### src/rtl/demux_1_to_3_8.sv
// Registered 1-to-3 demultiplexer with a per-slot valid/ack handshake.
//
// A source value is captured into one of three holding slots chosen by
// prioritised select strobes (first > second > third), matching the read-side
// mux priority so that select pattern N always maps to slot N. Each slot runs
// a two-state EMPTY/FULL machine so consumers see every written value once.
//
// Ports:
//   i_clk, i_rst                 rising-edge clock, async active-high reset
//   i_data_in [WIDTH]            value to route
//   i_sel_first/second/third     write strobes, first has highest priority
//   i_ack_first/second/third     consumer has taken the slot value
//   o_out_first/second/third     slot data registers (never cleared by ack)
//   o_valid_first/second/third   slot holds an unconsumed value
//   o_pending [2]                number of valid slots
//   o_collision                  one-cycle pulse after a multi-select edge
//   o_overwrite                  sticky: an unconsumed value was lost
module demux_1_to_3_8 #(
  parameter int unsigned WIDTH = 8
) (
  input  logic             i_clk,
  input  logic             i_rst,
  input  logic [WIDTH-1:0] i_data_in,
  input  logic             i_sel_first,
  input  logic             i_sel_second,
  input  logic             i_sel_third,
  input  logic             i_ack_first,
  input  logic             i_ack_second,
  input  logic             i_ack_third,
  output logic [WIDTH-1:0] o_out_first,
  output logic [WIDTH-1:0] o_out_second,
  output logic [WIDTH-1:0] o_out_third,
  output logic             o_valid_first,
  output logic             o_valid_second,
  output logic             o_valid_third,
  output logic [1:0]       o_pending,
  output logic             o_collision,
  output logic             o_overwrite
);

  localparam int unsigned NumSlots = 3;

  typedef enum logic {
    StEmpty = 1'b0,
    StFull  = 1'b1
  } slot_state_e;

  // Slot state and data.
  slot_state_e      r_state   [NumSlots];
  slot_state_e      w_state_d [NumSlots];
  logic [WIDTH-1:0] r_data    [NumSlots];
  logic [WIDTH-1:0] w_data_d  [NumSlots];

  // Status registers.
  logic       r_collision;
  logic       w_collision_d;
  logic       r_overwrite;
  logic       w_overwrite_d;
  logic [1:0] r_pending;
  logic [1:0] w_pending_d;

  // Decoded per-slot controls.
  logic [NumSlots-1:0] w_sel;
  logic [NumSlots-1:0] w_ack;
  logic [NumSlots-1:0] w_win;
  logic [NumSlots-1:0] w_lost;
  logic [NumSlots-1:0] w_valid_d;

  assign w_sel = {i_sel_third, i_sel_second, i_sel_first};
  assign w_ack = {i_ack_third, i_ack_second, i_ack_first};

  // Priority winner: at most one bit set. Lower selects are masked by any
  // higher one so only a single slot is ever written per edge.
  always_comb begin
    w_win    = '0;
    w_win[0] = w_sel[0];
    w_win[1] = w_sel[1] & ~w_sel[0];
    w_win[2] = w_sel[2] & ~w_sel[1] & ~w_sel[0];
  end

  // Two or more selects high on the same edge.
  assign w_collision_d = (w_sel[0] & w_sel[1]) | (w_sel[0] & w_sel[2]) |
                         (w_sel[1] & w_sel[2]);

  // Per-slot next-state and data.
  always_comb begin
    for (int i = 0; i < NumSlots; i++) begin
      w_state_d[i] = r_state[i];
      w_data_d[i]  = r_data[i];
      w_lost[i]    = 1'b0;

      if (w_win[i]) begin
        w_data_d[i] = i_data_in;
      end

      unique case (r_state[i])
        StEmpty: begin
          // An ack on an empty slot is ignored; it is not an error.
          if (w_win[i]) begin
            w_state_d[i] = StFull;
          end
        end
        StFull: begin
          if (w_win[i]) begin
            // Refill: only a loss if the old value was not taken this edge.
            w_state_d[i] = StFull;
            w_lost[i]    = ~w_ack[i];
          end else if (w_ack[i]) begin
            w_state_d[i] = StEmpty;
          end
        end
        default: begin
          w_state_d[i] = StEmpty;
        end
      endcase

      w_valid_d[i] = (w_state_d[i] == StFull);
    end
  end

  // Pending is computed from next-state valids so it tracks the valid
  // outputs on the same cycle.
  assign w_pending_d = {1'b0, w_valid_d[0]} + {1'b0, w_valid_d[1]} +
                       {1'b0, w_valid_d[2]};

  assign w_overwrite_d = r_overwrite | (|w_lost);

  always_ff @(posedge i_clk or posedge i_rst) begin
    if (i_rst) begin
      for (int i = 0; i < NumSlots; i++) begin
        r_state[i] <= StEmpty;
        r_data[i]  <= '0;
      end
      r_collision <= 1'b0;
      r_overwrite <= 1'b0;
      r_pending   <= 2'd0;
    end else begin
      for (int i = 0; i < NumSlots; i++) begin
        r_state[i] <= w_state_d[i];
        r_data[i]  <= w_data_d[i];
      end
      r_collision <= w_collision_d;
      r_overwrite <= w_overwrite_d;
      r_pending   <= w_pending_d;
    end
  end

  assign o_out_first    = r_data[0];
  assign o_out_second   = r_data[1];
  assign o_out_third    = r_data[2];
  assign o_valid_first  = (r_state[0] == StFull);
  assign o_valid_second = (r_state[1] == StFull);
  assign o_valid_third  = (r_state[2] == StFull);
  assign o_pending      = r_pending;
  assign o_collision    = r_collision;
  assign o_overwrite    = r_overwrite;

endmodule

### config.mk
export PLATFORM = sky130hd
export DESIGN_NAME = demux_1_to_3_8
export DESIGN_NICKNAME = d
export VERILOG_FILES = /design/src/rtl/demux_1_to_3_8.sv
export SDC_FILE = /design/constraint.sdc
export NUM_CORES = 1
export LEC_CHECK = 0
export BUFFER_PORTS_ARGS = -buffer_cell sky130_fd_sc_hd__buf_2
export CAP_MARGIN = 20
export CELL_PAD_IN_SITES_DETAIL_PLACEMENT = 0
export CELL_PAD_IN_SITES_GLOBAL_PLACEMENT = 1
export CORE_MARGIN = 2
export CORE_UTILIZATION = 25
export CTS_CLUSTER_DIAMETER = 150
export DETAILED_ROUTE_END_ITERATION = 16
export PLACE_DENSITY = 0.58
export SLEW_MARGIN = 10
export SYNTH_ARGS = -nofsm -noshare
export SYNTH_HDL_FRONTEND = slang
export SYNTH_SLANG_ARGS = --single-unit
### constraint.sdc
create_clock -name i_clk -period 3.5 [get_ports i_clk]
set_input_delay 0.35 -clock i_clk [delete_from_list [all_inputs] [get_ports i_clk]]
set_output_delay 0.35 -clock i_clk [all_outputs]
set_load 0.02 [all_outputs]
==> impl_results.md <==
* Initial antenna violation count at 0
* Total global routing overflow at 0
* Largest fanout on the critical path at 15
* Vias per cell at 4.364
* WP buf/inv at 2
* Routed len/inst at 14.07 µm
* Multi-input gate area at 390.4 µm²
* Largest family of logic cells by synthesized area: multiplexers
* Layout cell share with drive strength beyond 1 at 63.08%
* Yosys cell types at 20
* Final setup violation count at 0
* CP peak stage delay at 450 ps
* Met3 Use GR at 4.527%
* Slew Limit Fails at 0
* Worst min path class: primary input to async pin
* Multiplexer share of the synthesized area at 22.36%
* Worst-Skew Late Latency at 280 ps
* CTS clk-pin slew, worst paths at 60 ps
* Final #Nets at 146
* Clk sinks at 31
* Hold_ws at 108.0 ps
* CTS tree: yes
* Number of global-route vias before repair at 921
* Synth area leader: dfrtp_1
* Yosys warnings at 0
* Initial core utilization at 25.76%
* Clk pwr share at 36.3%
* Synth Instances at 77
* Core Area at 4692 µm²
* Least-Margin Pin Slew at 559.7 ps
* Most frequent cells after synthesis: dfrtp_1 (31), mux2_2 (24), inv_1 (5)
* Synth Flop Type: dfrtp_1
* Ant diodes at 0
* DP HPWL at 1.905 mm
* TritonCTS Buffers at 5
* Ports at 47
* Max Cap Violations at 0
* Most area-consuming cells after synthesis: dfrtp_1 (64%), mux2_2 (22%), fa_1 (1.7%), inv_1 (1.6%), nor3b_2 (1.0%)
* CP max-delay cell: nand2b_1
* First-pass GRT wire length at 4.388 mm
* Worst-path cell chain: buf_2, nand2b_1, o21a_1, fa_1, inv_1
* Routability cong. at 0.6830
* H-tree levels at 2
* Longest Clk Path Bufs at 2
* WL final at 2.589 mm
* Placed cell count at 176
* Status: finished clean
* Synth Area in XOR/XNOR at 0%
* Internal power at 0.7187 mW
* 1st-iter DRT viols at 30
* RSZ-0062 raised after global routing: false
* Rows at 25
* CP Launch Type: primary input
* Skew final at 0.5876 ps
* Complex-gate fraction of the synthesized area at 3.002%
* Die X at 73.53 µm
* Worst Path Arrival at 1800 ps
* Post-route ant nets at 0
* Seq/Total Area, Yosys at 64.18%
* Post-Synth Adder-Cell Area at 2.484%
* Worst setup path category: primary input to flip-flop
* Final Instance Count excl. Fillers at 184
* Sequential share of power at 43.6%
* Die height at 73.53 µm
* Post-layout util at 34.85%
* Top cell family by delay on the critical path: simple AND/OR/NAND/NOR gates
* Pre-antenna DRT Iters at 4
* Syn Nets at 94
* Comb power frac at 20.1%
* Die area at 5407 µm²
* Number of synthesized flops with an enable pin at 0
* Fmax at 633.9 MHz
* Async SR Flop Fraction at 100.0%
* Final period utilization at 45.07%
* DR vias at 803
* Syn Area/Cell at 15.70 µm²
* Max IR drop VDD at 0.0002830 V
* Postcts setup bufs at 0
* Fin Setup TNS at 0 ps
* Final setup margin at 1923 ps
* Leakage at 0.7895 nW
* Worst Path Required at 3720 ps
* Slew headroom at 62.65%
* Count of hold buffers inserted by post-cts repair at 0
* PwrDens at 602.7 nW/µm²
* All-Layer GR Usage at 11.32%
* Most Crowded Layer GR: met2
* Sw Pwr at 0.2668 mW
* Sequential Area at 775.7 µm²
* Most numerous cell in the Yosys netlist: dfrtp_1
* Residual DRC at 0
* Met1 usage at 13.58%
* Pre-CTS setup slack at 1623 ps
* Post-CTS sizing at 0
* Largest net degree at the start of global routing at 21
* Yosys reg bits at 31
* Layout area overhead at 35.30%
* Crit. End Element: flip-flop
* Post-Synth Simple-Gate Area at 4.451%
* Synth top area share at 64.18%
* Tmin final at 1577 ps
* GR Util met2 at 16.77%
* Sw frac at 27.07%
* CTS Root Cell: clkbuf_8
* Post-Syn Area at 1209 µm²
* Fin. Hold Viols at 0
* Fillers at 486
* Number of I/O port buffers at 46
==> layer usage <==
metal | up-vias | share of wire (%) | wire length, µm
met3 | 8 | 9.7 | 252
met1 | 390 | 42 | 1091
li1 | 366 | - | -
met2 | 39 | 45 | 1172
met5 | - | 0 | 0
met4 | 0 | 2.8 | 72
==> worst reg2reg max path, delay by kind of cell (launching register included) <==
family | cells | cell delay [ps]
and+or+nand+nor | 2 | 330
buffers and inverters | 1 | 40
DFF | 1 | 340
adders and majority gates | 1 | 550
==> power by group through the flow <==
stage	Sequential [mW]	Clock, mW	Combinational, mW
after floorplan	0.496	0	0.0615
after detailed placement	0.437	0	0.201
after global routing	0.437	0.389	0.216
after CTS	0.430	0.371	0.203
after global placement	0.436	0	0.194
final	0.429	0.358	0.198
==> kinds of logic (layout without fill, tap and decap cells) <==
group,after synthesis,after routing
mux,24,24
flops,31,31
buf+inv,8,61
compound gates,5,5
fa+ha+maj,2,2
simple gates,7,7
==> flip-flops by register name (all words and copies together) (netlist names) <==
name / flops
o_out_third: 8
o_pending: 2
o_valid_first: 1
o_out_first: 8
o_valid_third: 1
o_valid_second: 1
o_out_second: 8
o_overwrite: 1
o_collision: 1
==> through the flow <==
step	total power, mW	area (µm²)
after floorplan	0.5575	1209
after global placement	0.6306	1490
after detailed placement	0.6378	1518
after CTS	1.004	1635
after global routing	1.042	1635
final	0.9855	1635
==> area by class of cell <==
| class | count | share of cell area (%) |
|---|---|---|
| clock inverter | 2 | 2.142 |
| tap | 54 | 4.132 |
| timing repair buffer | 48 | 16.22 |
| clock buffer | 6 | 5.050 |
| inverter | 5 | 1.148 |
| sequential | 31 | 47.44 |
| multi-input combinational | 38 | 23.87 |
==> cells in the final DEF, fill, tap and decap left out <==
cell type and count:
fa_1 1, or2_2 1, inv_1 5, nor2b_1 1
dfrtp_1 31, nor3b_2 1, buf_16 1, mux2_2 24
nor2_1 1, nor4bb_1 1, and3b_1 1, a21oi_1 1
o21ai_0 1, a21o_1 1, maj3_1 1, buf_2 46
buf_4 1, clkinv_2 1, o21a_1 1, nand2b_1 1
bufinv_16 1, clkbuf_8 6, a2111o_1 1
==> worst paths after layout <==
| path | to | cells after the start | slack, ps | start |
|---|---|---|---|---|
| min in group i_clk | o_valid_second | 2 | 300 | i_ack_second |
| max in group asynchronous | o_out_first[2] | 3 | 2900 | i_rst |
| worst min register to register | o_overwrite | 1 | 480 | o_overwrite |
| worst max register to register | o_pending[0] | 4 | 2150 | o_valid_third |
| worst min-delay path | o_out_third[0] | 2 | 110 | i_rst |
| worst max-delay path | o_pending[0] | 5 | 1920 | i_sel_first |
Power figures use the tool's default switching activity.
